**src/rtl/wifi_tx_interleaver_ctrl_if.sv**
```systemverilog
// Bit-serial handshake between the encoder/puncturer, this controller and the
// block interleaver. master = controller side, slave = upstream/interleaver side.
interface wifi_tx_interleaver_ctrl_if;
  logic up_valid;
  logic up_data;
  logic up_ready;
  logic il_enable;
  logic il_valid_in;
  logic il_data_in;
  logic il_finished;

  modport master (
    input  up_valid, up_data, il_finished,
    output up_ready, il_enable, il_valid_in, il_data_in
  );

  modport slave (
    output up_valid, up_data, il_finished,
    input  up_ready, il_enable, il_valid_in, il_data_in
  );
endinterface

```
**src/rtl/wifi_tx_interleaver_ctrl.sv**
```systemverilog
// Symbol sequencer feeding the block interleaver: loads NCBPS coded bits per
// OFDM symbol, zero-pads the final symbol, hands the interleaver its readout
// window and waits for it to finish before loading the next symbol.
module wifi_tx_interleaver_ctrl #(
  parameter int CNT_W   = 16,
  parameter int SYM_W   = 12,
  parameter int TIMEOUT = 1024
) (
  input  logic                 clk,
  input  logic                 reset,
  input  logic                 start,
  input  logic [1:0]           rate_sel,
  input  logic [CNT_W-1:0]     num_bits,
  wifi_tx_interleaver_ctrl_if.master bus,
  output logic                 busy,
  output logic                 done,
  output logic [SYM_W-1:0]     sym_count,
  output logic                 err
);

  localparam int WD_W = $clog2(TIMEOUT + 1);
  localparam logic [CNT_W-1:0] CNT_ONE = CNT_W'(1);
  localparam logic [SYM_W-1:0] SYM_ONE = SYM_W'(1);
  localparam logic [WD_W-1:0]  WD_ONE  = WD_W'(1);
  localparam logic [WD_W-1:0]  WD_LAST = WD_W'(TIMEOUT - 1);

  typedef enum logic [2:0] {IDLE, LOAD, PAD, DRAIN, DONE} state_e;

  state_e            state_q, state_d;
  logic [8:0]        ncbps_q, ncbps_d;
  logic [8:0]        bit_cnt_q, bit_cnt_d;
  logic [CNT_W-1:0]  nbits_q, nbits_d;
  logic [CNT_W-1:0]  total_q, total_d;
  logic [WD_W-1:0]   wdog_q, wdog_d;
  logic              seen_low_q, seen_low_d;
  logic [SYM_W-1:0]  sym_q, sym_d;
  logic              en_q, en_d;
  logic              vld_q, vld_d;
  logic              dat_q, dat_d;
  logic              busy_q, busy_d;
  logic              done_q, done_d;
  logic              err_q, err_d;

  logic              xfer;
  logic              sym_last;
  logic              frame_last;

  function automatic logic [8:0] ncbps_of(input logic [1:0] r);
    case (r)
      2'd0:    return 9'd48;
      2'd1:    return 9'd96;
      2'd2:    return 9'd192;
      default: return 9'd288;
    endcase
  endfunction

  // Upstream is only ever stalled outside LOAD, so ready is a pure state decode.
  assign bus.up_ready = (state_q == LOAD);
  assign xfer         = bus.up_valid & (state_q == LOAD);
  assign sym_last     = (bit_cnt_q == ncbps_q - 9'd1);
  assign frame_last   = (total_q == nbits_q - CNT_ONE);

  assign bus.il_enable   = en_q;
  assign bus.il_valid_in = vld_q;
  assign bus.il_data_in  = dat_q;
  assign busy            = busy_q;
  assign done            = done_q;
  assign sym_count       = sym_q;
  assign err             = err_q;

  // Next-state and next-output decode; interleaver strobes default low so any
  // cycle without a bit to write leaves the interleaver holding.
  always_comb begin
    state_d    = state_q;
    ncbps_d    = ncbps_q;
    bit_cnt_d  = bit_cnt_q;
    nbits_d    = nbits_q;
    total_d    = total_q;
    wdog_d     = wdog_q;
    seen_low_d = seen_low_q;
    sym_d      = sym_q;
    busy_d     = busy_q;
    err_d      = err_q;
    en_d       = 1'b0;
    vld_d      = 1'b0;
    dat_d      = 1'b0;
    done_d     = 1'b0;
    case (state_q)
      IDLE: begin
        if (start) begin
          sym_d     = '0;
          err_d     = 1'b0;
          bit_cnt_d = '0;
          total_d   = '0;
          if (num_bits != '0) begin
            ncbps_d = ncbps_of(rate_sel);
            nbits_d = num_bits;
            busy_d  = 1'b1;
            state_d = LOAD;
          end else begin
            state_d = DONE;
          end
        end
      end
      LOAD: begin
        if (xfer) begin
          en_d      = 1'b1;
          vld_d     = 1'b1;
          dat_d     = bus.up_data;
          bit_cnt_d = bit_cnt_q + 9'd1;
          total_d   = total_q + CNT_ONE;
          // A full symbol wins over end-of-frame: no pad needed in that case.
          if (sym_last) begin
            bit_cnt_d  = '0;
            wdog_d     = '0;
            seen_low_d = 1'b0;
            state_d    = DRAIN;
          end else if (frame_last) begin
            state_d = PAD;
          end
        end
      end
      PAD: begin
        en_d      = 1'b1;
        vld_d     = 1'b1;
        bit_cnt_d = bit_cnt_q + 9'd1;
        if (sym_last) begin
          bit_cnt_d  = '0;
          wdog_d     = '0;
          seen_low_d = 1'b0;
          state_d    = DRAIN;
        end
      end
      DRAIN: begin
        // Enable high with no write strobe lets the interleaver read out.
        en_d   = 1'b1;
        wdog_d = wdog_q + WD_ONE;
        if (!bus.il_finished) seen_low_d = 1'b1;
        // Only a low-then-high on il_finished marks a completed readout.
        if (seen_low_q && bus.il_finished) begin
          seen_low_d = 1'b0;
          sym_d      = sym_q + SYM_ONE;
          state_d    = (total_q == nbits_q) ? DONE : LOAD;
        end else if (wdog_q == WD_LAST) begin
          err_d   = 1'b1;
          busy_d  = 1'b0;
          en_d    = 1'b0;
          state_d = IDLE;
        end
      end
      DONE: begin
        done_d  = 1'b1;
        busy_d  = 1'b0;
        state_d = IDLE;
      end
      default: state_d = IDLE;
    endcase
  end

  // State and registered outputs; reset aborts any frame in flight.
  always_ff @(posedge clk or negedge reset) begin
    if (!reset) begin
      state_q    <= IDLE;
      ncbps_q    <= '0;
      bit_cnt_q  <= '0;
      nbits_q    <= '0;
      total_q    <= '0;
      wdog_q     <= '0;
      seen_low_q <= 1'b0;
      sym_q      <= '0;
      en_q       <= 1'b0;
      vld_q      <= 1'b0;
      dat_q      <= 1'b0;
      busy_q     <= 1'b0;
      done_q     <= 1'b0;
      err_q      <= 1'b0;
    end else begin
      state_q    <= state_d;
      ncbps_q    <= ncbps_d;
      bit_cnt_q  <= bit_cnt_d;
      nbits_q    <= nbits_d;
      total_q    <= total_d;
      wdog_q     <= wdog_d;
      seen_low_q <= seen_low_d;
      sym_q      <= sym_d;
      en_q       <= en_d;
      vld_q      <= vld_d;
      dat_q      <= dat_d;
      busy_q     <= busy_d;
      done_q     <= done_d;
      err_q      <= err_d;
    end
  end

endmodule

```
**src/flat_wrapper.sv**
```systemverilog
// flat-port wrapper written by rule: the top's interface ports become plain ports
module wifi_tx_interleaver_ctrl_flat 
#(
  parameter int CNT_W   = 16,
  parameter int SYM_W   = 12,
  parameter int TIMEOUT = 1024
)
  (clk, reset, start, rate_sel, num_bits, busy, done, sym_count, err, bus_up_valid, bus_up_data, bus_il_finished, bus_up_ready, bus_il_enable, bus_il_valid_in, bus_il_data_in);
  wifi_tx_interleaver_ctrl_if bus_i ();
  input  logic clk;
  input  logic reset;
  input  logic start;
  input  logic [1:0] rate_sel;
  input  logic [CNT_W-1:0] num_bits;
  output logic busy;
  output logic done;
  output logic [SYM_W-1:0] sym_count;
  output logic err;
  input wire logic [$bits(bus_i.up_valid)-1:0] bus_up_valid;
  input wire logic [$bits(bus_i.up_data)-1:0] bus_up_data;
  input wire logic [$bits(bus_i.il_finished)-1:0] bus_il_finished;
  output wire logic [$bits(bus_i.up_ready)-1:0] bus_up_ready;
  output wire logic [$bits(bus_i.il_enable)-1:0] bus_il_enable;
  output wire logic [$bits(bus_i.il_valid_in)-1:0] bus_il_valid_in;
  output wire logic [$bits(bus_i.il_data_in)-1:0] bus_il_data_in;
  assign bus_i.up_valid = bus_up_valid;
  assign bus_i.up_data = bus_up_data;
  assign bus_i.il_finished = bus_il_finished;
  assign bus_up_ready = bus_i.up_ready;
  assign bus_il_enable = bus_i.il_enable;
  assign bus_il_valid_in = bus_i.il_valid_in;
  assign bus_il_data_in = bus_i.il_data_in;
  wifi_tx_interleaver_ctrl #(.CNT_W(CNT_W), .SYM_W(SYM_W), .TIMEOUT(TIMEOUT)) u_core (.clk(clk), .reset(reset), .start(start), .rate_sel(rate_sel), .num_bits(num_bits), .bus(bus_i), .busy(busy), .done(done), .sym_count(sym_count), .err(err));
endmodule
```
**config.mk**
```make
export PLATFORM = sky130hd
export DESIGN_NAME = wifi_tx_interleaver_ctrl_flat
export DESIGN_NICKNAME = d
export VERILOG_FILES = /design/src/rtl/wifi_tx_interleaver_ctrl_if.sv /design/src/rtl/wifi_tx_interleaver_ctrl.sv /design/src/flat_wrapper.sv
export SDC_FILE = /design/constraint.sdc
export NUM_CORES = 1
export LEC_CHECK = 0
export CAP_MARGIN = 25
export CORE_MARGIN = 3
export CORE_UTILIZATION = 58
export CTS_CLUSTER_DIAMETER = 200
export DETAILED_ROUTE_END_ITERATION = 16
export DONT_BUFFER_PORTS = 1
export GPL_TIMING_DRIVEN = 0
export HOLD_SLACK_MARGIN = 0.05
export PLACE_DENSITY = 0.88
export SLEW_MARGIN = 0
export SYNTH_ARGS = -nofsm -noshare
export SYNTH_HDL_FRONTEND = slang
export SYNTH_SLANG_ARGS = --single-unit
```
**constraint.sdc**
```tcl
create_clock -name clk -period 2.5 [get_ports clk]
set_input_delay 0.25 -clock clk [delete_from_list [all_inputs] [get_ports clk]]
set_output_delay 0.25 -clock clk [all_outputs]
set_load 0.01 [all_outputs]
```
==> results.md, run 1 <==
- Status: finished with violations
- Failing checks: negative setup slack
- Crit Path Class: reg2reg
- Crit Path Max Fanout: 9
- DRT Pass-1 Iters: 5
- Top-area cell type share of the netlist area: approximately 43%
- DR WL/cell: 17.86 um
- Pin count of the biggest net entering global routing: 80
- Synth area leader: dfrtp_1
- Max Slew Vio Count: 0
- Initial antenna violation count: 0
- Reg2reg path depth: 8
- Maximum clock path buffer count: 2
- Post-synthesis cell type count: 53
- Clk slew on worst S/H paths: around 0.080 ns
- Slew HR: 48.76%
- Max_cap viols: 0
- Residual DRC: 0
- Yosys reg bits: just under 80
- Clk pwr share: between 20% and 30%
- TritonCTS clock tree: yes
- Seq pwr share: 49.8%
- Area growth syn-to-layout: 14.35%
- Reg2reg end: u_core.state_q[0]$_DFFE_PN0P_
- Synthesis Warnings: 0
- Final Cell Area: 5225 um2
- Tightest Pin Transition: 0.7627 ns
- Seq/Total Area, Yosys: 43.26%
- Final Setup Violations: 2
- Top cells by area, synth: dfrtp_1 (43%), xnor2_1 (6.1%), xor2_1 (5.6%)
- Minimum clock period after layout: between 2 and 3 ns
- Hold depth: 2
- Layout net count: around 550
- Count leader, synth: dfrtp_1
- Routability cong.: 0.9215
- Internal Power: ~2.2 mW
- Avg Vias per Cell: slightly above 6
- Maximum clock frequency: a little under 400 MHz
- Worst EP arrival: 2.86 ns
- HPWL after DPL: between 7 and 8 mm
- First-pass GRT wire length: between 15 and 20 mm
- Die W: 94.76 um
- RR Startpoint: u_core.nbits_q[2]$_DFFE_PN0P_
- Unrepaired setup endpoints after global routing: yes
- Vias in the first global route: roughly 3900
- Initial Utilization: roughly three fifths
- Num CTS Buffers: 9
- Core Region: 7447 um2
- HP Class: in2reg
- GRT Util Overall: approximately a quarter
- Pre-CTS WS: -0.2850 ns
- DIE AREA: between 8000 and 9000 um2
- Post-synth EDFFs: 0
- Area after DPL: 4693 um2
- Setup Skew: 0.005603 ns
- Util after Layout: between 70 and 80%
- Synth cell count leaders: dfrtp_1 (79), nor2_1 (54), nand2_1 (36)
- Switching power: 1.001 mW
- Post-Synth XOR/XNOR Area: ~12%
- Final ANT Viol Nets: 0
- Register area: ~2000 um2
- Mux cell area share after synthesis: a little under 6%
- 1st-iter DRT viols: approximately 250
- Mapped Cells: 480
- Syn Nets: roughly 500
- Top_reg_cell synth: dfrtp_1
- Compound-gate portion of the synthesized area: between 7 and 8%
- CP Launch Type: flip-flop
- Max VDD drop: roughly 0.47 mV
- Crit end category: flip-flop
- Setup slack, reg-to-reg: -0.07 ns
- PD cells: 613.2 nW/um2
- Final setup margin: -0.07303 ns
- Syn Area/Cell: 9.520 um2
- FILL cells: about 540
- Adder-cell share of the synthesized area: under 10%
- Clock Latency Late Sink: around 0.35 ns
- Std cell rows: 31
- Syn Std Cell Area: around 4600 um2
- Placed insts: about 580
- Clk root buf: clkbuf_8
- Combinational share of power: 21.1%
- Switching part of the total: a little under a third
- Hold Path End: u_core.busy$_DFFE_PN0P_
- Hold Vio Cnt, Final: 0
- Fin cells: ~600
- Antenna diodes: 0
- Routed vias: 3828
- Multi-input logic area: about 2500 um2
- Design Power: between 3 and 4 mW
- Crit path required time: approximately 2.8 ns
- Async SR Flop Fraction: 100.0%
- Leakage: about 2.3 nW
- CTS sink count: slightly below 80
- Hold Startpoint: start
- Ratio of cells with drive above 1 in the final layout: about 14%
- Largest family of logic cells by synthesized area: simple AND/OR/NAND/NOR gates
- Port bufs: 0
- Post-Route WL: about 11 mm
- H-tree Lvls: 3
- Simple-gate share of the synthesized area: a little under a quarter
- Period utilisation layout: 102.9%
- Top-level I/O count: between 40 and 50
- Height of the die: approximately 95 um
- Final global-route overflow total: 0
-- power groups by stage --
stage                     logic (mW)  clock network (mW)  registers [mW]
after floorplan                0.467                   0            1.57
after global placement         0.529                   0            1.60
after detailed placement       0.565                   0            1.61
after CTS                      0.653               0.942            1.59
after global routing           0.747               0.993            1.61
final                          0.676               0.932            1.60
-- what timing repair did --
item | 4_1_cts | 5_1_grt
hold buffers | 18 | 1
setup buffers | 5 | 1
hold endpoints to repair | 95 | 1
endpoints found under the setup margin | 38 | 38
resized for setup | 18 | 8
pin swaps | 6 | 7
-- cells by family (layout without fill, tap and decap cells) --
logic type               count (synthesis)  after routing
buffers and inverters                   37             76
XOR/XNOR                                62             62
AO/OA/AOI/OAI                           56             56
flip-flops                              79             79
multiplexers                            24             24
adder cells (fa/ha/maj)                 10             10
AND/OR/NAND/NOR                        212            212
-- state kept, by name, summed over array words and instances, names as in the netlist --
signal / flops
u_core.err: 1
u_core.bus.il_enable: 1
u_core.sym_count: 12
u_core.bit_cnt_q: 9
u_core.bus.il_data_in: 1
u_core.state_q: 3
u_core.total_q: 16
u_core.nbits_q: 16
u_core.bus.il_valid_in: 1
u_core.busy: 1
u_core.seen_low_q: 1
u_core.ncbps_q: 5
u_core.wdog_q: 11
u_core.done: 1
-- layer usage --
metal | vias up | part of all wire, % | wire length (um) | global-route usage, %
met3 | 35 | 6.6 | 725 | 5.418
met4 | 0 | 2.9 | 320 | 11.78
met1 | 1866 | 42 | 4679 | 33.62
met5 | - | 0 | 0 | 0
met2 | 154 | 48 | 5315 | 42.75
li1 | 1773 | - | - | -
-- critical path, stage by stage, from the launching register on --
cell     delay (ns)
dfrtp_1        0.38
buf_6          0.14
or3_4          0.35
or4_4          0.56
a21oi_2        0.14
nor3_2         0.08
or4b_1         0.53
mux2_2         0.27
nand2_1        0.05
-- how the worst max path moves through the flow --
stage / from / to / depth (start not counted)
detailed placement: u_core.ncbps_q[4]$_DFFE_PN0P_ / u_core.wdog_q[7]$_DFFE_PN0P_ / 10
global placement: u_core.ncbps_q[4]$_DFFE_PN0P_ / u_core.wdog_q[5]$_DFFE_PN0P_ / 10
global route: u_core.nbits_q[2]$_DFFE_PN0P_ / u_core.state_q[0]$_DFFE_PN0P_ / 8
finish: u_core.nbits_q[2]$_DFFE_PN0P_ / u_core.state_q[0]$_DFFE_PN0P_ / 8
floorplan: u_core.nbits_q[0]$_DFFE_PN0P_ / u_core.state_q[0]$_DFFE_PN0P_ / 8
CTS: u_core.nbits_q[2]$_DFFE_PN0P_ / u_core.state_q[0]$_DFFE_PN0P_ / 8
-- final cells by class --
| class | count | area share, % |
|---|---|---|
| well taps | 99 | 2.371 |
| inverters | 16 | 1.149 |
| plain buffers | 19 | 2.371 |
| flip-flops and latches | 79 | 37.93 |
| multi-input cells | 364 | 47.70 |
| clock inverters | 4 | 0.8621 |
| repair buffers | 25 | 4.837 |
| clock buffers | 12 | 2.778 |
-- stage by stage --
stage	setup TNS, ns	hold slack, ns
2_1_floorplan	0	-0.04559
3_3_place_gp	-3.213	-0.04218
3_5_place_dp	-5.276	-0.04180
4_1_cts	-0.05665	0.05481
5_1_grt	-0.2887	0.06807
6_report	-0.1265	0.06784
-- placed cells by master (no fill, tap or decap), drive strengths merged, types with 4 or more instances in the layout --
master	synthesis	final
a21o	4	4
inv	16	16
nand3	19	19
nor2b	4	4
xor2	29	29
xnor2	32	32
buf	9	16
clkbuf	12	22
a21oi	13	13
nand2	36	36
nor4	16	16
or4	4	4
nand4	23	23
and3	9	9
nor3	18	18
or3	8	8
o21ai	18	18
dfrtp	79	79
nor2	54	54
mux2	21	21
ha	10	10
dlygate4sd3	0	18
nand3b	4	4
No activity file was read; power rests on OpenSTA's default activity.
==> run 2: changes to the inputs <==
SETUP_SLACK_MARGIN = 0.15   (was not set)
==> run 2 against run 1 <==
The flow still finishes with violations (negative setup slack). Sequential share of layout area shrank 1.4 points. Core utilization grew 2.6 points. Critical endpoint is now u_core.state_q[1]$_DFFE_PN0P_. Die area unchanged. Register-to-register slack got worse by 0.10 ns. Sequential power about the same. Combinational power up 6.1%. Largest cell class unchanged.
==> results.md, run 2 (synthesis results as in run 1) <==
- Status: finished with violations
- Failing checks: negative setup slack
- CTS sink count: 79
- Fin cells: roughly 630
- Clk root buf: clkbuf_8
- Hold Path End: u_core.bus.il_data_in$_DFF_PN0_
- Height of the die: 94.76 um
- Post-Route WL: 11.65 mm
- Port bufs: 0
- Area growth syn-to-layout: 18.57%
- Setup slack, reg-to-reg: -0.18 ns
- Switching part of the total: a little under a third
- Routability cong.: ~0.96
- Minimum clock period after layout: approximately 2.7 ns
- Unrepaired setup endpoints after global routing: yes
- Max Slew Vio Count: 0
- Core Region: ~7400 um2
- Clk slew on worst S/H paths: approximately 0.08 ns
- Final Cell Area: between 5000 and 6000 um2
- Ratio of cells with drive above 1 in the final layout: between 10% and 20%
- Period utilisation layout: 107.1%
- H-tree Lvls: 3
- Final global-route overflow total: 0
- Crit end category: flip-flop
- Reg2reg path depth: 9
- Seq pwr share: 48.1%
- Initial Utilization: slightly above 60%
- HPWL after DPL: between 7 and 8 mm
- DRT Pass-1 Iters: 4
- Maximum clock frequency: approximately 370 MHz
- Hold Vio Cnt, Final: 0
- DIE AREA: around 9000 um2
- Pre-CTS WS: -0.1956 ns
- Most frequent cells in the layout: dfrtp_1 (76), nor2_1 (50), nand2_1 (36), xnor2_1 (31), xor2_1 (29)
- Slew HR: 64.93%
- RR Startpoint: u_core.nbits_q[6]$_DFFE_PN0P_
- Placed insts: about 580
- Setup Skew: ~0.0077 ns
- Switching power: 1.062 mW
- Hold depth: 1
- Combinational share of power: a little over a fifth
- Tightest Pin Transition: about 0.52 ns
- Die W: approximately 95 um
- Total negative slack: -0.3381 ns
- Design Power: 3.357 mW
- Area after DPL: about 4700 um2
- Commonest non-fill, non-tap cell in the layout: dfrtp_1
- 1st-iter DRT viols: between 400 and 500
- Initial antenna violation count: 0
- TritonCTS clock tree: yes
- Residual DRC: 0
- Num CTS Buffers: 9
- PD cells: a little over 600 nW/um2
- Leakage: around 2.3 nW
- Crit Path Class: reg2reg
- Max stage delay on crit path: approximately 0.53 ns
- Vias in the first global route: roughly 4000
- Routed vias: between 3000 and 4000
- Fin Hold WS: slightly above 0.09 ns
- HP Class: in2reg
- Final ANT Viol Nets: 0
- Maximum clock path buffer count: 2
- Layout net count: roughly 560
- Clk pwr share: between 30% and 40%
- Clock Latency Late Sink: ~0.35 ns
- Top-level I/O count: 43
- Reg2reg end: u_core.state_q[1]$_DFFE_PN0P_
- Crit path required time: approximately 2.7 ns
- Util after Layout: 72.75%
- Final Setup Violations: 2
- Pin count of the biggest net entering global routing: 80
- Hold Startpoint: bus_up_data
- CP Cell Sequence: buf_6 > or4_4 > buf_8 > or4_4 > a32oi_2 > a32oi_2 > nand4_1 > nor2_1 > o41a_1
- CP Launch Type: flip-flop
- DR WL/cell: approximately 19 um
- Worst EP arrival: between 2 and 3 ns
- Crit Path Max Fanout: 5
- Avg Vias per Cell: around 6.2
- Max VDD drop: 0.4292 mV
- First-pass GRT wire length: 18.98 mm
- Internal Power: roughly 2.3 mW
- GRT Util Overall: roughly 27%
- Antenna diodes: 0
- Critical path's slowest cell: or4_4
- Final setup margin: -0.1768 ns
- Std cell rows: 31
- Max_cap viols: 0
## run 2: critical path: cells and delay by family (launching register included)
kind | cells | cell delay (ns)
flops | 1 | 0.39
compound gates | 3 | 0.67
simple gates | 4 | 1.22
buf+inv | 2 | 0.27
## run 2: per-layer routing
layer | wire [um] | track usage, % | share of wire [%] | vias to the layer above
li1 | - | - | - | 1777
met1 | 4884 | 34.76 | 42 | 1915
met2 | 5724 | 44.98 | 49 | 172
met3 | 709 | 5.020 | 6.1 | 34
met4 | 328 | 10.58 | 2.8 | 0
met5 | 0 | 0 | 0 | -
## run 2: how the worst max path moves through the flow
stage                                   from                             to  slack, ns  cells past startpoint
2_1_floorplan  u_core.nbits_q[0]$_DFFE_PN0P_  u_core.state_q[0]$_DFFE_PN0P_       0.05                      8
3_3_place_gp   u_core.state_q[0]$_DFFE_PN0P_  u_core.ncbps_q[7]$_DFFE_PN0P_      -0.10                      6
3_5_place_dp   u_core.state_q[0]$_DFFE_PN0P_  u_core.nbits_q[6]$_DFFE_PN0P_      -0.20                      6
4_1_cts        u_core.nbits_q[6]$_DFFE_PN0P_  u_core.state_q[1]$_DFFE_PN0P_       -0.1                      9
5_1_grt        u_core.nbits_q[6]$_DFFE_PN0P_  u_core.state_q[1]$_DFFE_PN0P_      -0.28                      9
6_report       u_core.nbits_q[6]$_DFFE_PN0P_  u_core.state_q[1]$_DFFE_PN0P_      -0.18                      9
## run 2: timing repair
item                                    CTS  global route
hold endpoints to repair                 97             0
gates resized for setup                  19            35
pin swaps                                 8             7
hold buffers                             20             0
setup buffers                             7             3
endpoints found under the setup margin   49            40
## run 2: power by group through the flow
stage | registers, mW | logic, mW | clock network (mW)
finish | 1.61 | 0.717 | 1.03
CTS | 1.60 | 0.657 | 1.04
floorplan | 1.57 | 0.471 | 0
detailed placement | 1.62 | 0.565 | 0
global route | 1.63 | 0.791 | 1.10
global placement | 1.60 | 0.532 | 0
## run 2: layout make-up
cell class	count	area, um2
plain buffers	21	151.4
clock buffers	10	127.6
clock inverters	6	85.08
fillers	503	2029
inverters	16	60.06
multi-input cells	364	2596
flip-flops and latches	79	1981
well taps	99	123.9
repair buffers	30	292.8
